$ cat src/rtl/key_debounce_evt_pkg.sv
// Shared definitions for the key debouncer / event queue.
//   key_fsm_e   : per-key debounce state
//   evt_rel_bit : bit position of the release flag inside evt_code
package key_debounce_evt_pkg;

  typedef enum logic [1:0] {
    KEY_RELEASED    = 2'd0,
    KEY_PRESS_CHK   = 2'd1,
    KEY_PRESSED     = 2'd2,
    KEY_RELEASE_CHK = 2'd3
  } key_fsm_e;

  // evt_code = {release_flag, key_index}; the flag sits just above the index.
  function automatic int unsigned evt_rel_bit(input int unsigned nkeys);
    return $clog2(nkeys);
  endfunction

endpackage

$ cat src/rtl/key_db_cell.sv
// One button: 2-flop synchronizer, debounce FSM with agreement counter,
// and registered one-cycle press/release pulses.
//   clk_i, rst_ni   : clock, async active-low reset
//   sample_en_i     : one-cycle sample strobe; the FSM only moves on it
//   key_raw_i       : asynchronous raw pin
//   key_state_o     : debounced level (1 = pressed)
//   key_press_o     : one-cycle pulse per debounced press
//   key_release_o   : one-cycle pulse per debounced release
module key_db_cell
  import key_debounce_evt_pkg::*;
#(
  parameter int unsigned STABLE_CNT = 4,
  parameter int unsigned ACTIVE_LOW = 1
) (
  input  logic clk_i,
  input  logic rst_ni,
  input  logic sample_en_i,
  input  logic key_raw_i,
  output logic key_state_o,
  output logic key_press_o,
  output logic key_release_o
);

  localparam int unsigned     CNT_W    = $clog2(STABLE_CNT + 1);
  localparam logic [CNT_W-1:0] CNT_ONE  = CNT_W'(1);
  localparam logic [CNT_W-1:0] CNT_LAST = CNT_W'(STABLE_CNT);
  // Pin level of a released key; synchronizer resets here so no phantom press.
  localparam logic             REL_LVL  = (ACTIVE_LOW != 0);

  logic             sync1_q, sync2_q;
  logic             sync_p;
  key_fsm_e         state_q, state_d;
  logic [CNT_W-1:0] cnt_q, cnt_d, cnt_inc;
  logic             press_q, press_d;
  logic             release_q, release_d;

  always_ff @(posedge clk_i or negedge rst_ni) begin
    if (!rst_ni) begin
      sync1_q <= REL_LVL;
      sync2_q <= REL_LVL;
    end else begin
      sync1_q <= key_raw_i;
      sync2_q <= sync1_q;
    end
  end

  assign sync_p = (ACTIVE_LOW != 0) ? ~sync2_q : sync2_q;

  always_ff @(posedge clk_i or negedge rst_ni) begin
    if (!rst_ni) begin
      state_q   <= KEY_RELEASED;
      cnt_q     <= '0;
      press_q   <= 1'b0;
      release_q <= 1'b0;
    end else begin
      state_q   <= state_d;
      cnt_q     <= cnt_d;
      press_q   <= press_d;
      release_q <= release_d;
    end
  end

  always_comb begin
    state_d   = state_q;
    cnt_d     = cnt_q;
    press_d   = 1'b0;
    release_d = 1'b0;
    cnt_inc   = cnt_q + 1'b1;
    if (sample_en_i) begin
      unique case (state_q)
        KEY_RELEASED: begin
          if (sync_p) begin
            if (STABLE_CNT == 1) begin
              state_d = KEY_PRESSED;
              press_d = 1'b1;
            end else begin
              state_d = KEY_PRESS_CHK;
              cnt_d   = CNT_ONE;
            end
          end
        end
        KEY_PRESS_CHK: begin
          if (sync_p) begin
            if (cnt_inc == CNT_LAST) begin
              state_d = KEY_PRESSED;
              cnt_d   = '0;
              press_d = 1'b1;
            end else begin
              cnt_d = cnt_inc;
            end
          end else begin
            state_d = KEY_RELEASED;
            cnt_d   = '0;
          end
        end
        KEY_PRESSED: begin
          if (!sync_p) begin
            if (STABLE_CNT == 1) begin
              state_d   = KEY_RELEASED;
              release_d = 1'b1;
            end else begin
              state_d = KEY_RELEASE_CHK;
              cnt_d   = CNT_ONE;
            end
          end
        end
        KEY_RELEASE_CHK: begin
          if (!sync_p) begin
            if (cnt_inc == CNT_LAST) begin
              state_d   = KEY_RELEASED;
              cnt_d     = '0;
              release_d = 1'b1;
            end else begin
              cnt_d = cnt_inc;
            end
          end else begin
            state_d = KEY_PRESSED;
            cnt_d   = '0;
          end
        end
        default: begin
          state_d = KEY_RELEASED;
          cnt_d   = '0;
        end
      endcase
    end
  end

  assign key_state_o   = (state_q == KEY_PRESSED) || (state_q == KEY_RELEASE_CHK);
  assign key_press_o   = press_q;
  assign key_release_o = release_q;

endmodule

$ cat src/rtl/key_debounce_evt.sv
// Console button debouncer with a single-entry key-event output.
// The divided clock is used only as a sample strobe (rising edge detect)
// in the clk_in domain.
//   clk_in, resetn : system clock, async active-low reset
//   tick_clk       : divided clock, synchronous to clk_in
//   key_raw        : raw button pins (asynchronous)
//   key_state      : debounced levels (1 = pressed)
//   key_press      : one-cycle pulse per debounced press
//   key_release    : one-cycle pulse per debounced release
//   evt_valid      : an event is presented on evt_code
//   evt_code       : {release_flag, key_index}
//   evt_ack        : consume the presented event
//   evt_ovf        : sticky, an event was lost
//   ovf_clr        : clears evt_ovf
module key_debounce_evt
  import key_debounce_evt_pkg::*;
#(
  parameter int unsigned NKEYS      = 8,
  parameter int unsigned STABLE_CNT = 4,
  parameter int unsigned ACTIVE_LOW = 1
) (
  input  logic                   clk_in,
  input  logic                   resetn,
  input  logic                   tick_clk,
  input  logic [NKEYS-1:0]       key_raw,
  output logic [NKEYS-1:0]       key_state,
  output logic [NKEYS-1:0]       key_press,
  output logic [NKEYS-1:0]       key_release,
  output logic                   evt_valid,
  output logic [$clog2(NKEYS):0] evt_code,
  input  logic                   evt_ack,
  output logic                   evt_ovf,
  input  logic                   ovf_clr
);

  localparam int unsigned IDX_W   = $clog2(NKEYS);
  localparam int unsigned CODE_W  = IDX_W + 1;
  localparam int unsigned REL_BIT = evt_rel_bit(NKEYS);

  // Resets high to match the divider's reset-high output: no false edge.
  logic tick_prev_q;
  logic sample_en;

  always_ff @(posedge clk_in or negedge resetn) begin
    if (!resetn) tick_prev_q <= 1'b1;
    else         tick_prev_q <= tick_clk;
  end

  assign sample_en = tick_clk & ~tick_prev_q;

  for (genvar g = 0; g < NKEYS; g++) begin : g_key
    key_db_cell #(
      .STABLE_CNT (STABLE_CNT),
      .ACTIVE_LOW (ACTIVE_LOW)
    ) u_cell (
      .clk_i         (clk_in),
      .rst_ni        (resetn),
      .sample_en_i   (sample_en),
      .key_raw_i     (key_raw[g]),
      .key_state_o   (key_state[g]),
      .key_press_o   (key_press[g]),
      .key_release_o (key_release[g])
    );
  end

  logic [NKEYS-1:0]  pend_p_q, pend_p_d, pend_r_q, pend_r_d;
  logic [NKEYS-1:0]  clr_p, clr_r;
  logic              evt_valid_q, evt_valid_d;
  logic [CODE_W-1:0] evt_code_q, evt_code_d;
  logic              evt_ovf_q, evt_ovf_d;
  logic              load, hit, sel_rel, ovf_set;
  logic [IDX_W-1:0]  sel_idx;

  always_ff @(posedge clk_in or negedge resetn) begin
    if (!resetn) begin
      pend_p_q    <= '0;
      pend_r_q    <= '0;
      evt_valid_q <= 1'b0;
      evt_code_q  <= '0;
      evt_ovf_q   <= 1'b0;
    end else begin
      pend_p_q    <= pend_p_d;
      pend_r_q    <= pend_r_d;
      evt_valid_q <= evt_valid_d;
      evt_code_q  <= evt_code_d;
      evt_ovf_q   <= evt_ovf_d;
    end
  end

  always_comb begin
    load        = ~evt_valid_q | evt_ack;
    hit         = 1'b0;
    sel_rel     = 1'b0;
    sel_idx     = '0;
    clr_p       = '0;
    clr_r       = '0;
    evt_valid_d = evt_valid_q;
    evt_code_d  = evt_code_q;

    // Lowest index wins; a pending press is served before its release.
    for (int unsigned i = 0; i < NKEYS; i++) begin
      if (!hit && (pend_p_q[i] || pend_r_q[i])) begin
        hit      = 1'b1;
        sel_idx  = IDX_W'(i);
        sel_rel  = ~pend_p_q[i];
        clr_p[i] = load & pend_p_q[i];
        clr_r[i] = load & ~pend_p_q[i];
      end
    end

    if (load) begin
      evt_valid_d = hit;
      evt_code_d  = '0;
      if (hit) begin
        evt_code_d[IDX_W-1:0] = sel_idx;
        evt_code_d[REL_BIT]   = sel_rel;
      end
    end

    // A bit being cleared by the load this cycle is free to take a new set.
    ovf_set   = |((key_press & pend_p_q & ~clr_p) | (key_release & pend_r_q & ~clr_r));
    pend_p_d  = (pend_p_q & ~clr_p) | key_press;
    pend_r_d  = (pend_r_q & ~clr_r) | key_release;
    evt_ovf_d = ovf_set | (evt_ovf_q & ~ovf_clr);
  end

  assign evt_valid = evt_valid_q;
  assign evt_code  = evt_code_q;
  assign evt_ovf   = evt_ovf_q;

endmodule

$ cat config.mk
export PLATFORM = sky130hd
export DESIGN_NAME = key_debounce_evt
export DESIGN_NICKNAME = d
export VERILOG_FILES = /design/src/rtl/key_debounce_evt_pkg.sv /design/src/rtl/key_db_cell.sv /design/src/rtl/key_debounce_evt.sv
export SDC_FILE = /design/constraint.sdc
export NUM_CORES = 1
export LEC_CHECK = 0
export CAP_MARGIN = 25
export CORE_ASPECT_RATIO = 0.5
export CORE_MARGIN = 2
export CORE_UTILIZATION = 25
export CTS_CLUSTER_DIAMETER = 60
export DETAILED_ROUTE_END_ITERATION = 10
export PLACE_DENSITY = 0.54
export SYNTH_ARGS = -nofsm -noshare
export SYNTH_HDL_FRONTEND = slang
export SYNTH_HIERARCHICAL = 1
export SYNTH_SLANG_ARGS = --single-unit
$ cat constraint.sdc
create_clock -name clk_in -period 3 [get_ports clk_in]
set_input_delay 0.3 -clock clk_in [delete_from_list [all_inputs] [get_ports clk_in]]
set_output_delay 0.3 -clock clk_in [all_outputs]
set_load 0.05 [all_outputs]
==> impl_metrics.py <==
metrics = {
    "synth": {
        "synth_cell_types": 45,
        "syn_inst": 398,
        "yosysSeqAreaShare": 0.5432,
        "synth_nets": 427,
        "synth-async-reset-ratio": 1.000,
        "avgSynthCellArea_sq_um": 11.09,
        "synth_area_sq_mm": 0.004415,
        "synth_flop_cell": "dfrtp_1",
        "synth_edf_count": 0,
        "synth_warnings": 6,
        "synth-seq-cells": 95,
    },
    "final_layout": {
        "fin_util": 0.3143,
        "fill_cells": 1746,
        "nNetsFinal": 473,
        "syn2layout_area_growth_pct": 23.24,
        "final_cell_mix": "78 x dfrtp_1, 41 x clkdlybuf4s50_1, 37 x nand2_1",
        "drive_gt1_frac": 0.1648,
        "multi_input_area_sq_mm": 0.001893,
        "layout_commonest_cell": "dfrtp_1",
        "num_antenna_cells": 0,
        "regArea_sq_mm": 0.002399,
        "finalNonFillerCells": 683,
    },
    "die": {
        "die_y_um": 97.98,
        "core_sq_mm": 0.01731,
        "die_area_sq_mm": 0.01881,
        "num_rows": 34,
        "die_w_um": 191.9,
        "boundaryPins": 43,
        "start_util": 0.2550,
    },
    "setup_path": {
        "cp.arrival_ns": 2.37,
        "crit_required_ns": 3.21,
        "slowest_delay_ns": 0.41,
        "cp_slowest_cell": "dfrtp_1",
        "cp_max_fo": 10,
        "path_cells": "nor2_1 > nand3_2 > or2_1 > a22o_1 > a2111oi_2 > o2111ai_1",
        "crit_type": "reg -> reg",
        "startpoint_type": "register",
        "worstSetupEndpointType": "register",
        "cp_num_buf_inv": 0,
        "crit_family": "simple AND/OR/NAND/NOR gates",
    },
    "clock_tree": {
        "numCtsBuffers": 9,
        "post_cts_buffers": 0,
        "cts_tree": "done",
        "h-tree-depth": 3,
        "cts_hold_buf": 0,
        "cts.reportedPaths.clkPinSlew_ns": 0.06,
        "cts.sinks": 95,
        "cts_root_buf": "clkbuf_16",
        "post_cts_resize_count": 0,
        "clock_latency_ns": 0.34,
        "cts_buffer_depth": 2,
    },
    "hold_path": {
        "hp-class": "in -> async",
    },
    "sta": {
        "max_freq_mhz": 463.2,
        "min_period_over_period": 0.7196,
        "worstMarginPinSlew_ns": 0.8586,
        "rsz0062_at_grt": "no",
        "slew_headroom": 0.4276,
        "hold_viol": 0,
        "skew_ns": 0.007326,
        "setup_tns_ns": 0,
        "slew_viol_final": 0,
        "whs_ns": 0.07417,
        "setup_viol": 0,
        "min_period_ns": 2.159,
    },
    "power_and_ir_drop": {
        "power.density_mw_per_mm2": 664.2,
        "p_leak_nw": 2.403,
        "ir_drop_v": 0.0002383,
        "total_power_w": 0.003614,
    },
    "global_route": {
        "use_met2": 0.1638,
        "grt_pass1_wl_um": 14910,
        "antenna_found_initial": 0,
        "grt_pass1_vias": 2987,
        "grt_usage": 0.1019,
        "top_usage_layer": "met2",
        "grt_max_degree": 70,
        "met3_usage": 0.03199,
        "overflow": 0,
        "grt_use_met1": 0.1297,
    },
    "place": {
        "port_buffers": 42,
        "dp_cells": 667,
        "globalplace.congestion": 0.7989,
        "place.detailed.hpwl_um": 6269,
    },
    "drt": {
        "viasPerCell": 4.392,
        "vias": 3000,
        "drc": 0,
        "wirelength_um": 8755,
        "postRouteAntennaNets": 0,
        "first_iter_violations": 149,
        "first_pass_iters": 4,
        "wl_per_cell_um": 12.82,
    },
    "status": {
        "status": "complete, no violations",
    },
    "job": {
        "drv_cap": 0,
    },
}
power by group:
group	internal, W	leakage, nW	switching, W
Clock	0.000711	0.156	0.000462
Sequential	0.00148	1.18	0.000214
Combinational	0.000357	1.07	0.000391
Total	0.00255	2.40	0.00107
cells by family after synthesis:
family	Yosys count	share of synthesized area
DFF	95	0.5432
muxes	8	0.01814
buffers and inverters	35	0.02975
xor gates and xnor gates	16	0.04534
and+or+nand+nor	129	0.1627
adders and majority gates	16	0.04534
AOI/OAI and AO/OA	99	0.1556
per-layer routing:
metal | part of all wire | wire length, um | vias up
li1 | - | - | 1506
met1 | 0.48 | 4190 | 1457
met2 | 0.47 | 4127 | 28
met3 | 0.036 | 315 | 9
met4 | 0.014 | 121 | 0
met5 | 0 | 0 | -
synth_stat cells, drive strengths merged, types with 3 or more instances:
cell     count  area, sq um
dfrtp       78         1952
nand2       38        145.1
inv         25        93.84
o21ai       25        155.1
a21oi       23        115.1
nor2        18        87.59
dfstp       17        446.7
nand2b      17        106.4
ha          16        200.2
xnor2       16        200.2
a31oi       10        62.56
clkbuf      10        37.54
nand3       10        55.05
nor2b       10        62.56
nor4        10        77.57
a32o         9        90.09
and3         8        60.06
mux2i        8        80.08
nand3b       8        60.06
o2bb2ai      8        70.07
a21o         7        52.55
nand4        3        18.77
o211ai       3        22.52
o31ai        3        22.52
state kept, by name (all words and copies together) (netlist names), named ones only:
signal	cells
evt_code	4
evt_ovf	1
evt_valid	1
g_key.u_cell/cnt_q	24
g_key.u_cell/key_press_o	8
g_key.u_cell/key_release_o	8
g_key.u_cell/state_q	8
g_key.u_cell/sync1_q	8
g_key.u_cell/sync2_q	8
pend_p_q	8
pend_r_q	8
tick_prev_q	1
final timing paths:
check | from | to | slack (ns) | cells after the start
worst max register to register | pend_p_q[0] | evt_ovf | 0.84 | 6
max in group asynchronous | resetn | g_key[5].u_cell/sync2_q | 2.13 | 2
min in group clk_in | g_key[3].u_cell/sync1_q | g_key[3].u_cell/sync2_q | 0.35 | 0
worst min-delay path | resetn | g_key[4].u_cell/state_q[0] | 0.07 | 1
worst max-delay path | pend_p_q[0] | evt_ovf | 0.84 | 6
worst min register to register | g_key[3].u_cell/sync1_q | g_key[3].u_cell/sync2_q | 0.35 | 0
area by class of cell:
| cell class | instances | area share |
|---|---|---|
| inverters | 25 | 0.01725 |
| clock inverters | 3 | 0.007358 |
| well taps | 234 | 0.05381 |
| clock buffers | 13 | 0.04967 |
| repair buffers | 45 | 0.08324 |
| flip-flops and latches | 95 | 0.4408 |
| multi-input cells | 268 | 0.3479 |
stage by stage:
stage          cell area [sq um]  worst slack (ns)
6_report                    5441            0.8413
5_1_grt                     5441            0.5646
4_1_cts                     5441            0.8459
3_5_place_dp                5131            0.5479
3_3_place_gp                5131            0.5665
2_1_floorplan               4418            0.8439
No activity file was read; power rests on OpenSTA's default activity.
